--- src/rtl/vmem_pkg.sv ---
// Shared types and geometry for the 640x480 video-memory write path.
// Address is {h, v}: 10-bit column above 9-bit row.
package vmem_pkg;
   localparam int unsigned H_BITS       = 10;
   localparam int unsigned V_BITS       = 9;
   localparam int unsigned ADDR_W       = H_BITS + V_BITS;
   localparam int unsigned PIX_W        = 24;
   localparam int unsigned H_ACTIVE_DEF = 640;
   localparam int unsigned V_ACTIVE_DEF = 480;

   typedef logic [PIX_W-1:0] pixel_t;

   typedef struct packed {
      logic [H_BITS-1:0] h;
      logic [V_BITS-1:0] v;
      pixel_t            data;
   } wr_entry_t;

   localparam int unsigned ENTRY_W = $bits(wr_entry_t);

   typedef enum logic [1:0] {
      ST_IDLE  = 2'd0,
      ST_DRAIN = 2'd1,
      ST_FILL  = 2'd2
   } sched_state_t;

   // True when the entry targets a visible pixel.
   function automatic logic entry_in_range(input wr_entry_t e, input int unsigned h_max,
                                           input int unsigned v_max);
      return (32'(e.h) < h_max) && (32'(e.v) < v_max);
   endfunction
endpackage

--- src/rtl/vmem_wr_fifo.sv ---
// Synchronous FIFO with combinational head read; DEPTH must be a power of two.
// Push while full and pop while empty are ignored.
module vmem_wr_fifo #(
   parameter int unsigned WIDTH = 8,
   parameter int unsigned DEPTH = 8,
   localparam int unsigned AW   = $clog2(DEPTH)
) (
   input  logic             clk,
   input  logic             rst,
   input  logic             i_push,
   input  logic [WIDTH-1:0] i_din,
   input  logic             i_pop,
   output logic [WIDTH-1:0] o_dout,
   output logic             o_full,
   output logic             o_empty,
   output logic [AW:0]      o_count
);
   logic [WIDTH-1:0] r_mem [DEPTH];
   logic [AW-1:0]    r_wr_ptr;
   logic [AW-1:0]    r_rd_ptr;
   logic [AW:0]      r_count;
   logic             w_do_push;
   logic             w_do_pop;

   assign w_do_push = i_push & ~o_full;
   assign w_do_pop  = i_pop & ~o_empty;
   assign o_full    = (r_count == (AW+1)'(DEPTH));
   assign o_empty   = (r_count == '0);
   assign o_count   = r_count;
   assign o_dout    = r_mem[r_rd_ptr];

   always_ff @(posedge clk) begin
      if (!rst) begin
         r_wr_ptr <= '0;
         r_rd_ptr <= '0;
         r_count  <= '0;
      end else begin
         if (w_do_push) r_wr_ptr <= r_wr_ptr + AW'(1);
         if (w_do_pop)  r_rd_ptr <= r_rd_ptr + AW'(1);
         case ({w_do_push, w_do_pop})
            2'b10:   r_count <= r_count + (AW+1)'(1);
            2'b01:   r_count <= r_count - (AW+1)'(1);
            default: r_count <= r_count;
         endcase
      end
   end

   always_ff @(posedge clk) begin
      if (w_do_push) r_mem[r_wr_ptr] <= i_din;
   end
endmodule

--- src/rtl/vmem_wr_sched.sv ---
// Shares the single vmem port between scan-out (visible region) and queued
// pixel writes / full-screen fills, which only use blanking cycles.
module vmem_wr_sched
   import vmem_pkg::*;
#(
   parameter int unsigned FIFO_DEPTH = 8,
   parameter int unsigned H_ACTIVE   = H_ACTIVE_DEF,
   parameter int unsigned V_ACTIVE   = V_ACTIVE_DEF
) (
   input  logic              clk,
   input  logic              rst,
   input  logic              valid,
   input  logic [9:0]        h_addr,
   input  logic [9:0]        v_addr,
   input  logic              wr_valid,
   output logic              wr_ready,
   input  logic [9:0]        wr_h,
   input  logic [8:0]        wr_v,
   input  logic [23:0]       wr_data,
   input  logic              fill_start,
   input  logic [23:0]       fill_color,
   output logic              fill_busy,
   output logic [18:0]       mem_addr,
   output logic              mem_we,
   output logic [23:0]       mem_wdata
);
   localparam int unsigned CNT_W = $clog2(FIFO_DEPTH) + 1;

   sched_state_t      r_state;
   sched_state_t      w_next;
   logic [H_BITS-1:0] r_fh;
   logic [V_BITS-1:0] r_fv;
   pixel_t            r_fill_color;
   logic              r_fill_pending;
   logic              r_fill_busy;

   wr_entry_t         w_entry;
   wr_entry_t         w_head;
   logic [ENTRY_W-1:0] w_head_bits;
   logic [CNT_W-1:0]  w_count;
   logic              w_full;
   logic              w_empty;
   logic              w_push;
   logic              w_pop;
   logic              w_fill_step;
   logic              w_fill_last;
   logic              w_unused_v;

   assign w_unused_v  = v_addr[9];
   assign w_entry     = '{h: wr_h, v: wr_v, data: wr_data};
   assign w_head      = wr_entry_t'(w_head_bits);
   assign wr_ready    = rst & ~w_full & ~r_fill_pending & ~r_fill_busy;
   assign w_push      = wr_valid & wr_ready;
   assign fill_busy   = r_fill_busy;
   assign w_fill_last = (r_fh == H_BITS'(H_ACTIVE - 1)) && (r_fv == V_BITS'(V_ACTIVE - 1));

   vmem_wr_fifo #(
      .WIDTH (ENTRY_W),
      .DEPTH (FIFO_DEPTH)
   ) u_fifo (
      .clk     (clk),
      .rst     (rst),
      .i_push  (w_push),
      .i_din   (w_entry),
      .i_pop   (w_pop),
      .o_dout  (w_head_bits),
      .o_full  (w_full),
      .o_empty (w_empty),
      .o_count (w_count)
   );

   always_ff @(posedge clk) begin
      if (!rst) r_state <= ST_IDLE;
      else      r_state <= w_next;
   end

   // Port mux and next state; scan-out wins whenever valid is high.
   always_comb begin
      w_next      = r_state;
      w_pop       = 1'b0;
      w_fill_step = 1'b0;
      mem_we      = 1'b0;
      mem_addr    = {h_addr, v_addr[V_BITS-1:0]};
      mem_wdata   = '0;

      if (rst && !valid) begin
         if (r_state == ST_DRAIN && !w_empty) begin
            w_pop    = 1'b1;
            mem_addr = {w_head.h, w_head.v};
            if (entry_in_range(w_head, H_ACTIVE, V_ACTIVE)) begin
               mem_we    = 1'b1;
               mem_wdata = w_head.data;
            end
         end else if (r_state == ST_FILL) begin
            w_fill_step = 1'b1;
            mem_we      = 1'b1;
            mem_addr    = {r_fh, r_fv};
            mem_wdata   = r_fill_color;
         end
      end

      case (r_state)
         ST_IDLE: begin
            if (w_push)              w_next = ST_DRAIN;
            else if (r_fill_pending) w_next = ST_FILL;
         end
         ST_DRAIN: begin
            if (w_empty || (w_pop && !w_push && w_count == CNT_W'(1)))
               w_next = r_fill_pending ? ST_FILL : ST_IDLE;
         end
         ST_FILL: begin
            if (w_fill_step && w_fill_last) w_next = ST_IDLE;
         end
         default: w_next = ST_IDLE;
      endcase
   end

   // Fill request tracking and raster counters (fh inner, fv outer).
   always_ff @(posedge clk) begin
      if (!rst) begin
         r_fh           <= '0;
         r_fv           <= '0;
         r_fill_color   <= '0;
         r_fill_pending <= 1'b0;
         r_fill_busy    <= 1'b0;
      end else begin
         if (fill_start && !r_fill_busy) begin
            r_fill_pending <= 1'b1;
            r_fill_busy    <= 1'b1;
            r_fill_color   <= fill_color;
         end else if (r_state != ST_FILL && w_next == ST_FILL) begin
            r_fill_pending <= 1'b0;
         end

         if (w_fill_step) begin
            if (r_fh == H_BITS'(H_ACTIVE - 1)) begin
               r_fh <= '0;
               if (r_fv == V_BITS'(V_ACTIVE - 1)) begin
                  r_fv        <= '0;
                  r_fill_busy <= 1'b0;
               end else begin
                  r_fv <= r_fv + V_BITS'(1);
               end
            end else begin
               r_fh <= r_fh + H_BITS'(1);
            end
         end
      end
   end
endmodule
--- config.mk ---
export PLATFORM = sky130hd
export DESIGN_NAME = vmem_wr_sched
export DESIGN_NICKNAME = d
export VERILOG_FILES = /design/src/rtl/vmem_pkg.sv /design/src/rtl/vmem_wr_fifo.sv /design/src/rtl/vmem_wr_sched.sv
export SDC_FILE = /design/constraint.sdc
export NUM_CORES = 1
export LEC_CHECK = 0
export ABC_AREA = 1
export BUFFER_PORTS_ARGS = -buffer_cell sky130_fd_sc_hd__buf_2
export CAP_MARGIN = 20
export CORE_ASPECT_RATIO = 1.75
export CORE_MARGIN = 2
export CORE_UTILIZATION = 43
export CTS_CLUSTER_DIAMETER = 120
export DETAILED_ROUTE_END_ITERATION = 8
export PLACE_DENSITY = 0.67
export SLEW_MARGIN = 25
export SYNTH_ARGS = -nofsm -noshare
export SYNTH_HDL_FRONTEND = slang
export SYNTH_SLANG_ARGS = --single-unit
export TNS_END_PERCENT = 100
--- constraint.sdc ---
create_clock -name clk -period 4.7 [get_ports clk]
set_clock_uncertainty 0.15 [all_clocks]
set_input_delay 0.47 -clock clk [delete_from_list [all_inputs] [get_ports clk]]
set_output_delay 0.47 -clock clk [all_outputs]
set_load 0.02 [all_outputs]
Word-level counts from Yosys, hierarchy flattened
Memory sizes are Yosys's and may differ from the RTL's. A register that Yosys moved wholly into a read port is not among the register bits.
Index checks and enable logic that the tools add are counted.
{"block": "totals", "output_inout_bits": 46, "regBits": 57, "in_bits": 92, "mem_count": 1, "wordCells": 91, "mem_bits_rw": 344}
{"memory": "u_fifo.r_mem", "words": 8, "word_bits": 43, "read_ports": 1, "rd_ports_with_merged_regs": 1, "write_ports": 1, "line_no": "vmem_wr_fifo.sv:18", "text": "logic [WIDTH-1:0] r_mem [DEPTH];"}
{"block": "op_classes", "n_addsub": 6, "n_mux": 34, "magnitude_cmp": 2, "eq_ne": 10, "n_reduce_logical": 19, "n_bitwise": 10}
{"op": "$mux 24", "n": 4}
{"op": "$mux 19", "n": 3}
{"op": "$mux 1", "n": 16}
{"op": "$add 10x1->10 const B", "n": 1}
{"op": "$eq 10x10->1 const B", "n": 1}
{"op": "$lt 10x10->1 const B", "n": 1}
{"op": "$mux 10", "n": 1}
{"op": "$mux 2", "n": 5}
{"op": "$add 9x1->9 const B", "n": 1}
{"op": "$eq 9x9->1 const B", "n": 1}
{"op": "$logic_and 1x1->1", "n": 9}
{"op": "$lt 9x9->1 const B", "n": 1}
{"op": "$mux 9", "n": 1}
{"op": "$pmux 4 s2", "n": 1}
{"op": "$add 3x1->3 const B", "n": 2}
{"op": "$and 1x1->1", "n": 6}
{"op": "$eq 2x2->1 const B", "n": 3}
{"op": "$mux 3", "n": 2}
{"op": "$pmux 2 s3", "n": 1}
{"op": "$add 4x1->4 const B", "n": 1}
{"op": "$eq 2x1->1 const B", "n": 2}
{"op": "$eq 4x1->1 const B", "n": 1}
{"op": "$eq 4x4->1 const B", "n": 1}
{"op": "$logic_not 1->1", "n": 4}
{"op": "8 further kinds", "n": 12}

Longest topological paths before layout
{"block": "depth", "word_depth": 16, "ltp_mapped": 13, "depth_no_buf": 12}

Cells and area by module
Synthesis repeated with hierarchy kept, for this count alone.
{"block": "hier_totals", "hier_cells": 1519, "hier_area_um2": 16997.6}
{"mod": "vmem_wr_fifo", "seq_area_each_um2": 10590.2, "cells_per_inst": 1062, "area_per_inst_um2": 14092.3, "n_inst": 1}
{"mod": "vmem_wr_sched", "seq_area_each_um2": 940.9, "cells_per_inst": 457, "area_per_inst_um2": 2905.3, "n_inst": 1}

Worst setup path before layout
No wires, ideal clock.
{"block": "synth_path", "path_kind": "reg-to-reg", "from": "register u_fifo.r_count[0], in the netlist u_fifo.o_count[0]", "to": "memory u_fifo.r_mem[0][0] (netlist name), enable pin", "arrival_time_ns": 2.986, "setup_time_ns": 0.443, "t_required_ns": 4.107, "n_path_buf": 0, "stages_incl_launch_ff": 8, "slack_ns": 1.121, "path_cell_list": "dfxtp_1 > inv_1 > ha_1 > nand3_1 > nand3_1 > inv_1 > nand2_1 > nor2_1"}
{"block": "synth_via", "elab_chain_len": 9}
{"item": "start, declared", "line_no": "vmem_wr_fifo.sv:21", "text": "logic [AW:0] r_count;"}
{"item": "start signal, assigned", "line_no": "vmem_wr_fifo.sv:41", "text": "2'b10: r_count <= r_count + (AW+1)'(1);"}
{"item": "start signal, assigned", "line_no": "vmem_wr_fifo.sv:42", "text": "2'b01: r_count <= r_count - (AW+1)'(1);"}
{"item": "start signal, assigned", "line_no": "vmem_wr_fifo.sv:43", "text": "default: r_count <= r_count;"}
{"item": "$eq 4x4->1 (*)", "line_no": "vmem_wr_fifo.sv:27", "text": "assign o_full = (r_count == (AW+1)'(DEPTH));"}
{"item": "$not 1->1 (*)", "line_no": "vmem_wr_fifo.sv:25, vmem_wr_sched.sv:52"}
{"item": "$and 1x1->1 (3 in series)", "line_no": "vmem_wr_sched.sv:52", "text": "assign wr_ready = rst & ~w_full & ~r_fill_pending & ~r_fill_busy;"}
{"item": "$and 1x1->1", "line_no": "vmem_wr_sched.sv:53", "text": "assign w_push = wr_valid & wr_ready;"}
{"item": "$and 1x1->1 (*)", "line_no": "vmem_wr_fifo.sv:25", "text": "assign w_do_push = i_push & ~o_full;"}
{"item": "$mux 1 (*)", "line_no": "vmem_wr_fifo.sv:49", "text": "if (w_do_push) r_mem[r_wr_ptr] <= i_din;"}
{"item": "$mux 1 (implied by the code) (*)", "line_no": "vmem_wr_fifo.sv:49"}
{"item": "end, declared", "line_no": "vmem_wr_fifo.sv:18"}
Every way passes the cells marked *; elsewhere a longest branch is shown, timed or not.

==> summary.txt <==
Floorplanning
  – Die width: 155.3 µm
  – Chip height: 268.7 µm
  – Ports: 138
  – Starting Density: 43.25%
  – Row count: 97
  – Core footprint: 0.03981 mm²
  – Die footprint: 0.04172 mm²

STA
  – Final Cycle Share: 83.55%
  – Fin. max-slew vios: 0
  – Final hold violations: 0
  – RSZ-0062 raised after global routing: no
  – Worst-Margin Slew: 1032 ps
  – FMAX: 254.7 MHz
  – Setup tns final: 0 ps
  – Setup slack after layout: 773.3 ps
  – Tmin final: 3927 ps
  – Setup Viol. Count Final: 0
  – Hold WS: 12.83 ps
  – Rel. slew slack: 31.23%

Power
  – Lkg Pwr: 7.030 nW
  – Comb pwr share: 4.3%
  – Clock share of power: 40.5%
  – Power Density: 365.9 mW/mm²
  – Max IR drop VDD: 205.4 µV
  – Part of the power in registers: 55.1%
  – Psw: 0.001482 W
  – Sw Share: 20.70%
  – Internal power: 0.005679 W

Synthesis
  – Post-synthesis async set-or-reset flop share: 0%
  – Syn Area/Cell: 11.01 µm²
  – Post-Syn Area: 0.01722 mm²
  – Register area share after synthesis: 66.98%
  – Synth top area cells: edfxtp_1 60%, dfxtp_1 7.0%, nor2_1 6.2%
  – Dominant synthesized flop cell: edfxtp_1
  – Syn nets: 1,664
  – Yosys cell types: 46
  – Post-synth top area share: 60.00%
  – Largest area contributor in the netlist: edfxtp_1
  – Post-synthesis cell count: 1,564
  – Number of synthesized register bits: 404
  – Synthesis Warnings: 0
  – Number of synthesized flops with an enable pin: 344

Global routing
  – Global-route wire length before repair: 65,490 µm
  – Largest net degree at the start of global routing: 173
  – Total track usage: 20.63%
  – Vias in the first global route: 11,791
  – Grt ovf: 0
  – Initial antenna violation count: 12

Clocking
  – Root Buffer Master: clkbuf_16
  – CTS tree: done
  – H-tree depth: 2
  – Clock transition at path regs: 60 ps
  – Num CTS Buffers: 37
  – Setup bufs post-CTS: 0
  – CTS Sinks: 404
  – Worst-skew pair later-pin latency: 540 ps
  – # resized after CTS: 0
  – Clock buffer depth: 3

Worst setup path
  – Critical path arrival: 3310 ps
  – Crit-path max FO: 94
  – Critical Path RT: 4080 ps
  – Crit path largest cell delay: 680 ps
  – Worst path bufs/invs: 4
  – CP Launch Type: flop
  – Crit end category: primary output
  – Critical path class: flop to primary output
  – Crit-path slowest cell: inv_4
  – CP delay by family, top: buffers and inverters
  – Critical path, cell by cell: inv_4 > buf_4 > nor2_1 > o21ai_1 > a21oi_1 > or2_1 > clkinv_1 > nand3_1 > a21boi_1 > buf_2

Route
  – DR iter-0 viols: 1,047
  – First-pass DRT Iterations: 5
  – Drt drc: 0
  – Post-DR vias/cell: 5.456
  – DR WL met3: 2670 µm
  – WL/cell: 19.65 µm
  – Remaining antenna violation count after routing: 0
  – Via count: 12,063
  – Met1 Wirelength: 16,280 µm
  – Top sig layer: met5
  – Met2 WL: 22,720 µm
  – Drt total wl: 43,440 µm

Hold path
  – Tightest Hold Check Type: input pin to flop

Finish
  – Area of the multi-input gates: 0.004892 mm²
  – Area Growth Syn to Fin: 13.68%
  – Cell Count, Final, Fillers Out: 2,211
  – Share of layout cells above drive strength 1: 14.92%
  – Reg area: 0.01154 mm²
  – Commonest non-fill, non-tap cell in the layout: edfxtp_1
  – # fillers: 3,518
  – NumNets Final: 1,782
  – Post-layout instance area: 0.01957 mm²
  – Commonest non-fill, non-tap cells in the layout: 344 x edfxtp_1, 274 x nor2_1, 203 x nand2_1, 136 x buf_2, 108 x nand3_1

Place
  – GPL Wtd Cong: 0.8219
  – DP Wirelength: 25,740 µm
  – Place WS: 1340 ps
  – DP Area: 0.01830 mm²
  – Inst Count DP: 2,128
  – Number of port buffers: 136

Job
  – Max cap viols: 0

Status
  – Status: completed
## cells in the mapped netlist, types with 10 or more instances
master / instances
a21boi_1: 24
a21oi_1: 80
buf_2: 27
buf_4: 16
buf_6: 15
clkbuf_1: 28
clkinv_1: 24
dfxtp_1: 60
edfxtp_1: 344
inv_1: 43
nand2_1: 203
nand3_1: 108
nand3_2: 10
nor2_1: 283
nor3_1: 12
o211ai_1: 14
o21ai_0: 94
o21ai_1: 66
o221ai_1: 24
or2_1: 16
## state kept, by name, summed over array words and instances, names as in the netlist, named ones only
register,cells
u_fifo.r_mem,344
r_fill_color,24
r_fh,10
r_fv,9
u_fifo.o_count,4
u_fifo.r_rd_ptr,3
u_fifo.r_wr_ptr,3
r_state,2
fill_busy,1
r_fill_pending,1
## power by group through the flow
stage | logic [W] | clock network (W) | registers, W
after global placement | 0.000298 | 0 | 0.00402
after global routing | 0.000347 | 0.00307 | 0.00395
after CTS | 0.000315 | 0.00295 | 0.00395
after detailed placement | 0.000307 | 0 | 0.00402
final | 0.000311 | 0.00290 | 0.00395
after floorplan | 0.000166 | 0 | 0.00402
## what timing repair did
item / 4_1_cts / 5_1_grt
setup endpoints to repair: 0 / 0
hold buffers: 10 / 0
endpoints found under the hold margin: 10 / 0
## final timing paths
check                                                      from                       endpoint  slack, ps  depth (start not counted)
worst max register to register   u_fifo.o_count[0]$_SDFFE_PN0P_  u_fifo.r_mem[6][21]$_DFFE_PP_       1630                          8
worst min register to register  u_fifo.r_rd_ptr[2]$_SDFFE_PN0P_                           flop        300                          2
worst min-delay path                             fill_color[20]  r_fill_color[20]$_SDFFE_PN0P_         10                          3
worst max-delay path                                       flop                  mem_wdata[15]        770                         10
## routing by layer
layer	vias to the layer above	track usage, %
met5	-	0
met4	10	10.86
met3	114	3.520
met2	414	37.50
met1	5772	23.06
li1	5753	-
## layout make-up
cell class / instances / area share [%]
multi-input combinational: 995 / 25.00
timing repair buffer: 171 / 5.459
antenna: 7 / 0.08950
tap: 495 / 3.164
clock inverter: 18 / 0.7096
inverter: 73 / 1.426
sequential: 404 / 58.95
clock buffer: 48 / 5.210
## worst reg2reg max path: stages, from the launching register on
cell and delay (ps):
dfxtp_1 390, inv_1 110, ha_1 240, nand3_1 130, nand3_1 270, inv_1 230, nand2_1 270, nor2_4 630
buf_12 320
## through the flow
| stage | total power, W | util (%) |
|---|---|---|
| floorplan | 0.004190 | - |
| global placement | 0.004321 | 45.96 |
| detailed placement | 0.004331 | 45.96 |
| CTS | 0.007208 | 49.12 |
| global route | 0.007364 | 49.16 |
| finish | 0.007161 | 49.17 |
## cells by family (layout without fill, tap and decap cells)
family	count (synthesis)	count (layout)	synth area share (%)
AOI/OAI and AO/OA	316	316	10.47
xor gates and xnor gates	3	3	0.1526
adders and majority gates	8	8	0.5814
buffers and inverters	165	310	4.971
DFF	404	404	66.98
other	0	7	0
and+or+nand+nor	668	668	16.85
(Power assumes the default switching activity.)
